--- src/rtl/mbist_march_ctrl.sv ---
// March C- memory BIST controller: sequences one memory op per cycle over
// six March elements and checks registered read data one cycle after each read.
module mbist_march_ctrl #(
  parameter int ROW_ADDR_BITS = 4,
  parameter int COL_ADDR_BITS = 4,
  parameter int DATA_WIDTH    = 8
) (
  input  logic                     clk,
  input  logic                     rst_n,
  input  logic                     start,
  output logic                     mem_wr_en,
  output logic [ROW_ADDR_BITS-1:0] mem_row,
  output logic [COL_ADDR_BITS-1:0] mem_col,
  output logic [DATA_WIDTH-1:0]    mem_data_in,
  input  logic [DATA_WIDTH-1:0]    mem_data_out,
  output logic                     busy,
  output logic                     done,
  output logic                     fail,
  output logic [ROW_ADDR_BITS-1:0] fail_row,
  output logic [COL_ADDR_BITS-1:0] fail_col,
  output logic [2:0]               fail_elem
);

  localparam int AW = ROW_ADDR_BITS + COL_ADDR_BITS;
  localparam logic [AW-1:0] ADDR_ONE  = AW'(1);
  localparam logic [AW-1:0] ADDR_LAST = '1;

  typedef enum logic [1:0] {IDLE, RUN, DRAIN, DONE} state_t;

  state_t state;

  // elem/addr describe the op currently on the memory port; mem_wr_en is its phase
  logic [2:0]    elem;
  logic [AW-1:0] addr;

  logic [2:0]            next_elem;
  logic [AW-1:0]         next_addr;
  logic                  next_wr;
  logic [DATA_WIDTH-1:0] next_data;
  logic                  last_op;
  logic                  down;
  logic                  at_end;
  logic [DATA_WIDTH-1:0] read_exp;

  logic                     pend_valid;
  logic [DATA_WIDTH-1:0]    pend_exp;
  logic [ROW_ADDR_BITS-1:0] pend_row;
  logic [COL_ADDR_BITS-1:0] pend_col;
  logic [2:0]               pend_elem;

  always_comb begin
    next_elem = elem;
    next_addr = addr;
    next_wr   = 1'b0;
    next_data = '0;
    last_op   = 1'b0;
    down      = (elem == 3'd3) || (elem == 3'd4);
    at_end    = down ? (addr == '0) : (addr == ADDR_LAST);
    read_exp  = ((elem == 3'd2) || (elem == 3'd4)) ? '1 : '0;
    case (elem)
      3'd0: begin
        if (at_end) begin
          next_elem = 3'd1;
          next_addr = '0;
        end else begin
          next_addr = addr + ADDR_ONE;
          next_wr   = 1'b1;
        end
      end
      3'd5: begin
        if (at_end) last_op = 1'b1;
        else        next_addr = addr + ADDR_ONE;
      end
      default: begin
        // A read is always followed by the write at the same address
        if (!mem_wr_en) begin
          next_wr = 1'b1;
        end else if (at_end) begin
          next_elem = elem + 3'd1;
          next_addr = ((elem == 3'd2) || (elem == 3'd3)) ? ADDR_LAST : '0;
        end else begin
          next_addr = down ? (addr - ADDR_ONE) : (addr + ADDR_ONE);
        end
      end
    endcase
    if (next_wr && ((next_elem == 3'd1) || (next_elem == 3'd3))) next_data = '1;
  end

  always_ff @(posedge clk or negedge rst_n) begin
    if (!rst_n) begin
      state       <= IDLE;
      elem        <= '0;
      addr        <= '0;
      mem_wr_en   <= 1'b0;
      mem_row     <= '0;
      mem_col     <= '0;
      mem_data_in <= '0;
      busy        <= 1'b0;
      done        <= 1'b0;
      fail        <= 1'b0;
      fail_row    <= '0;
      fail_col    <= '0;
      fail_elem   <= '0;
      pend_valid  <= 1'b0;
      pend_exp    <= '0;
      pend_row    <= '0;
      pend_col    <= '0;
      pend_elem   <= '0;
    end else begin
      // Compare stage: mem_data_out now holds the data for the read registered last cycle
      if (pend_valid && (mem_data_out != pend_exp)) begin
        fail <= 1'b1;
        if (!fail) begin
          fail_row  <= pend_row;
          fail_col  <= pend_col;
          fail_elem <= pend_elem;
        end
      end
      pend_valid <= 1'b0;

      case (state)
        IDLE, DONE: begin
          if (start) begin
            state       <= RUN;
            busy        <= 1'b1;
            done        <= 1'b0;
            fail        <= 1'b0;
            fail_row    <= '0;
            fail_col    <= '0;
            fail_elem   <= '0;
            elem        <= '0;
            addr        <= '0;
            mem_wr_en   <= 1'b1;
            mem_row     <= '0;
            mem_col     <= '0;
            mem_data_in <= '0;
          end
        end
        RUN: begin
          pend_valid <= !mem_wr_en;
          pend_exp   <= read_exp;
          pend_row   <= mem_row;
          pend_col   <= mem_col;
          pend_elem  <= elem;
          if (last_op) begin
            state       <= DRAIN;
            mem_wr_en   <= 1'b0;
            mem_row     <= '0;
            mem_col     <= '0;
            mem_data_in <= '0;
          end else begin
            elem                <= next_elem;
            addr                <= next_addr;
            mem_wr_en           <= next_wr;
            {mem_row, mem_col}  <= next_addr;
            mem_data_in         <= next_data;
          end
        end
        DRAIN: begin
          state <= DONE;
          busy  <= 1'b0;
          done  <= 1'b1;
        end
        default: state <= IDLE;
      endcase
    end
  end

endmodule

--- config.mk ---
export PLATFORM = sky130hd
export DESIGN_NAME = mbist_march_ctrl
export DESIGN_NICKNAME = d
export VERILOG_FILES = /design/src/rtl/mbist_march_ctrl.sv
export SDC_FILE = /design/constraint.sdc
export NUM_CORES = 1
export LEC_CHECK = 0
export ABC_AREA = 1
export CORE_MARGIN = 3
export CORE_UTILIZATION = 55
export CTS_BUF_LIST = sky130_fd_sc_hd__clkbuf_16
export CTS_CLUSTER_SIZE = 25
export DETAILED_ROUTE_END_ITERATION = 6
export GPL_ROUTABILITY_DRIVEN = 0
export MAX_ROUTING_LAYER = met4
export PLACE_DENSITY = 0.8
export SYNTH_ARGS = -nofsm -noshare
export SYNTH_HDL_FRONTEND = slang
export SYNTH_SLANG_ARGS = --single-unit
export TNS_END_PERCENT = 100
--- constraint.sdc ---
create_clock -name clk -period 2.8 [get_ports clk]
set_input_delay 0.42 -clock clk [delete_from_list [all_inputs] [get_ports clk]]
set_output_delay 0.42 -clock clk [all_outputs]
set_load 0.02 [all_outputs]
==> metrics.txt <==
Crit Path Category reg -> reg; Switch Pwr 2160 uW; I/O Buffers 41; Clock transition at path regs 0.07 ns; adder-cell share of the synthesized area 5.28%; clock share of power 13.9%; # placed instances 540; 1st-pass router iterations 5; CP required 2.97 ns; Pins Over Slew Limit 0; Arr. time, crit path 2.53 ns; worst-path cell with the longest stage delay dfrtp_1; power per cell area 1220 nW/um^2; Layout Cells excl Fill 548; most used cell, CP nand2_1; crit path launch elem[0]$_DFFE_PN0P_; die height 80.8 um; clk buf depth 2; Post-Syn Nets 467; Flop pwr share 29.5%; commonest non-fill, non-tap cell in the layout nand2_1; # IOs 42; final period utilization 84.1%; vias post-DR 2847; Synth Register Bits 50; maxcap violations 0; CTS Hold Bufs 0; WP buf/inv 2; vias in the first global route 2714; Max Fclk 425 MHz; Post-CTS Resized 0; synthesized area per cell 6.95 sq um; total track usage 25.2%; Area Overhead vs Synth 18.6%; htree depth 2; layout cells sized above 1 7.53%; pin count of the biggest net entering global routing 29; warnings from Yosys 0; post-synthesis cell type count 33; final hold vios 0; pre-CTS WS 0.460 ns; worst setup margin 0.444 ns; Max IR drop VDD 0.535 mV; worst reg2reg startpoint elem[0]$_DFFE_PN0P_; CP max FO 11; clk sinks 50; largest family of logic cells by synthesized area simple AND/OR/NAND/NOR gates; CP cell instances inv_1 -> ha_1 -> nand2_1 -> nand2_1 -> nand3_2 -> nand2_2 -> inv_4 -> ha_1 -> nor2_1 -> a211oi_1 -> nor2_1 -> nand2_1 -> o21ai_1; vias per cell 5.20; DR WL/cell 13.1 um; core region area 5270 sq um; RSZ-0062 raised after global routing no; combinational fraction of design power 56.6%; Multi-input gate area 1520 sq um; CP top delay family simple AND/OR/NAND/NOR gates; Final Total Pwr 4460 uW; Initial Utilization 58.5%; post-synthesis cell count 443; max incr delay on CP 0.41 ns; Tmin final 2.36 ns; setup TNS 0 ns; total grt overflow 0; Worst-Skew Late Latency 0.29 ns; die area 6540 sq um; type of origin of the critical path register; CP Capture Type register; sequential cell area fraction in the yosys report 40.6%; Synth Cell Area 3080 sq um; clk_skew 0.00880 ns; Worst slew margin 59.9%; TritonCTS clock tree built; Worst-Margin Slew 0.602 ns; placed standard-cell area 3500 sq um; initial antenna violation count 0; HPWL after detailed placement 5410 um; number of routed nets with antenna violations 0; Worst Hold Class in -> async; sw frac 48.4%; drt initial violations 204; Pleak 0.00192 uW; setup bufs post-CTS 0; Post-Synth Simple-Gate Area 33.6%; Final setup viols 0; mux cell area share after synthesis 0%; ant diodes 0; Post-Synth XOR/XNOR Area 0.284%; Seq. cell area 1250 sq um; Internal 2300 uW; Post-route DRC 0; Filler cells 465; width of the die 80.8 um; Synth Area in Compound Gates 10.3%; most frequent cells in the layout 160 x nand2_1, 50 x nor2_1, 50 x dfrtp_1; global-route wire length before repair 12600 um; routed wire length 7190 um; status finished, final reports clean; Core Rows 26; Clock Tree Root clkbuf_16; Finished Cell Area 3650 sq um; # nets final 501; total CTS buffers 5
layout make-up:
cell class                      count  share of cell area, %
Clock buffer                        5                   3.42
Clock inverter                      3                  0.788
Inverter                           49                   5.10
Multi-Input combinational cell    324                   41.7
Sequential cell                    50                   34.2
Tap cell                           70                   2.40
Timing Repair Buffer               47                   12.3
worst paths after layout:
| check | slack [ns] | endpoint | depth (start not counted) |
|---|---|---|---|
| worst max-delay path | 0.44 | addr[0]$_DFFE_PN0P_ | 13 |
| worst min-delay path | 0.13 | done$_DFFE_PN0P_ | 1 |
| worst max register to register | 0.44 | addr[0]$_DFFE_PN0P_ | 13 |
| worst min register to register | 0.48 | pend_col[1]$_DFFE_PN0P_ | 2 |
| max in group asynchronous | 1.95 | pend_elem[1]$_DFFE_PN0P_ | 2 |
| min in group clk | 0.48 | pend_col[1]$_DFFE_PN0P_ | 2 |
power by group through the flow:
stage          combinational [uW]  sequential, uW  clock (uW)
2_1_floorplan                1650            1380           0
3_3_place_gp                 2450            1310           0
3_5_place_dp                 2500            1320           0
4_1_cts                      2520            1310         635
5_1_grt                      2870            1360         664
6_report                     2520            1310         621
layer usage:
layer	part of all wire [%]	GRT usage (%)	wire length, um	vias up
li1	-	-	-	1451
met1	46	32.9	3330	1306
met2	47	40.6	3410	81
met3	5.0	3.88	357	9
met4	1.3	7.43	94	0
met5	0	-	0	-
metrics by stage:
step,utilization (%),hold WS [ns]
2_1_floorplan,-,0.124
3_3_place_gp,66.4,0.456
3_5_place_dp,66.4,0.460
4_1_cts,69.3,0.148
5_1_grt,69.3,0.178
6_report,69.3,0.132
synth_stat cells (all sizes together):
cell	instances	share of area [%]
dfrtp	50	41
nor2	51	6.3
a211oi	1	0.24
nand3	28	4.9
o211ai	1	0.24
or2	2	0.41
clkbuf	4	0.49
a21oi	24	4.4
xor2	1	0.28
nor3	2	0.32
a31oi	1	0.20
buf	16	3.4
nand2	165	21
nor4	1	0.20
ha	13	5.3
nand4	5	1.0
clkinv	1	0.12
inv	48	5.9
o21ai	29	5.2
sequential cells by signal (all words and copies together), names as in the netlist, 2 cells and up:
| name | cells |
|---|---|
| addr | 8 |
| elem | 3 |
| fail_col | 4 |
| fail_elem | 3 |
| fail_row | 4 |
| mem_col | 4 |
| mem_row | 4 |
| pend_col | 4 |
| pend_elem | 3 |
| pend_row | 4 |
| state | 2 |
worst reg2reg max path, cell delays in order, from the launching register on:
cell and delay [ns]:
dfrtp_1 0.41, inv_1 0.18, ha_1 0.19, nand2_1 0.07, nand2_1 0.31, nand3_2 0.16, nand2_2 0.12, inv_4 0.06
ha_1 0.27, nor2_1 0.04, a211oi_1 0.21, nor2_1 0.07, nand2_1 0.08, o21ai_1 0.06
cells by family (layout without fill, tap and decap cells):
group	Yosys count	in the layout
compound gates	56	56
buf+inv	69	104
simple gates	254	254
xor+xnor	1	1
flops	50	50
fa+ha+maj	13	13
(Power assumes the default switching activity.)
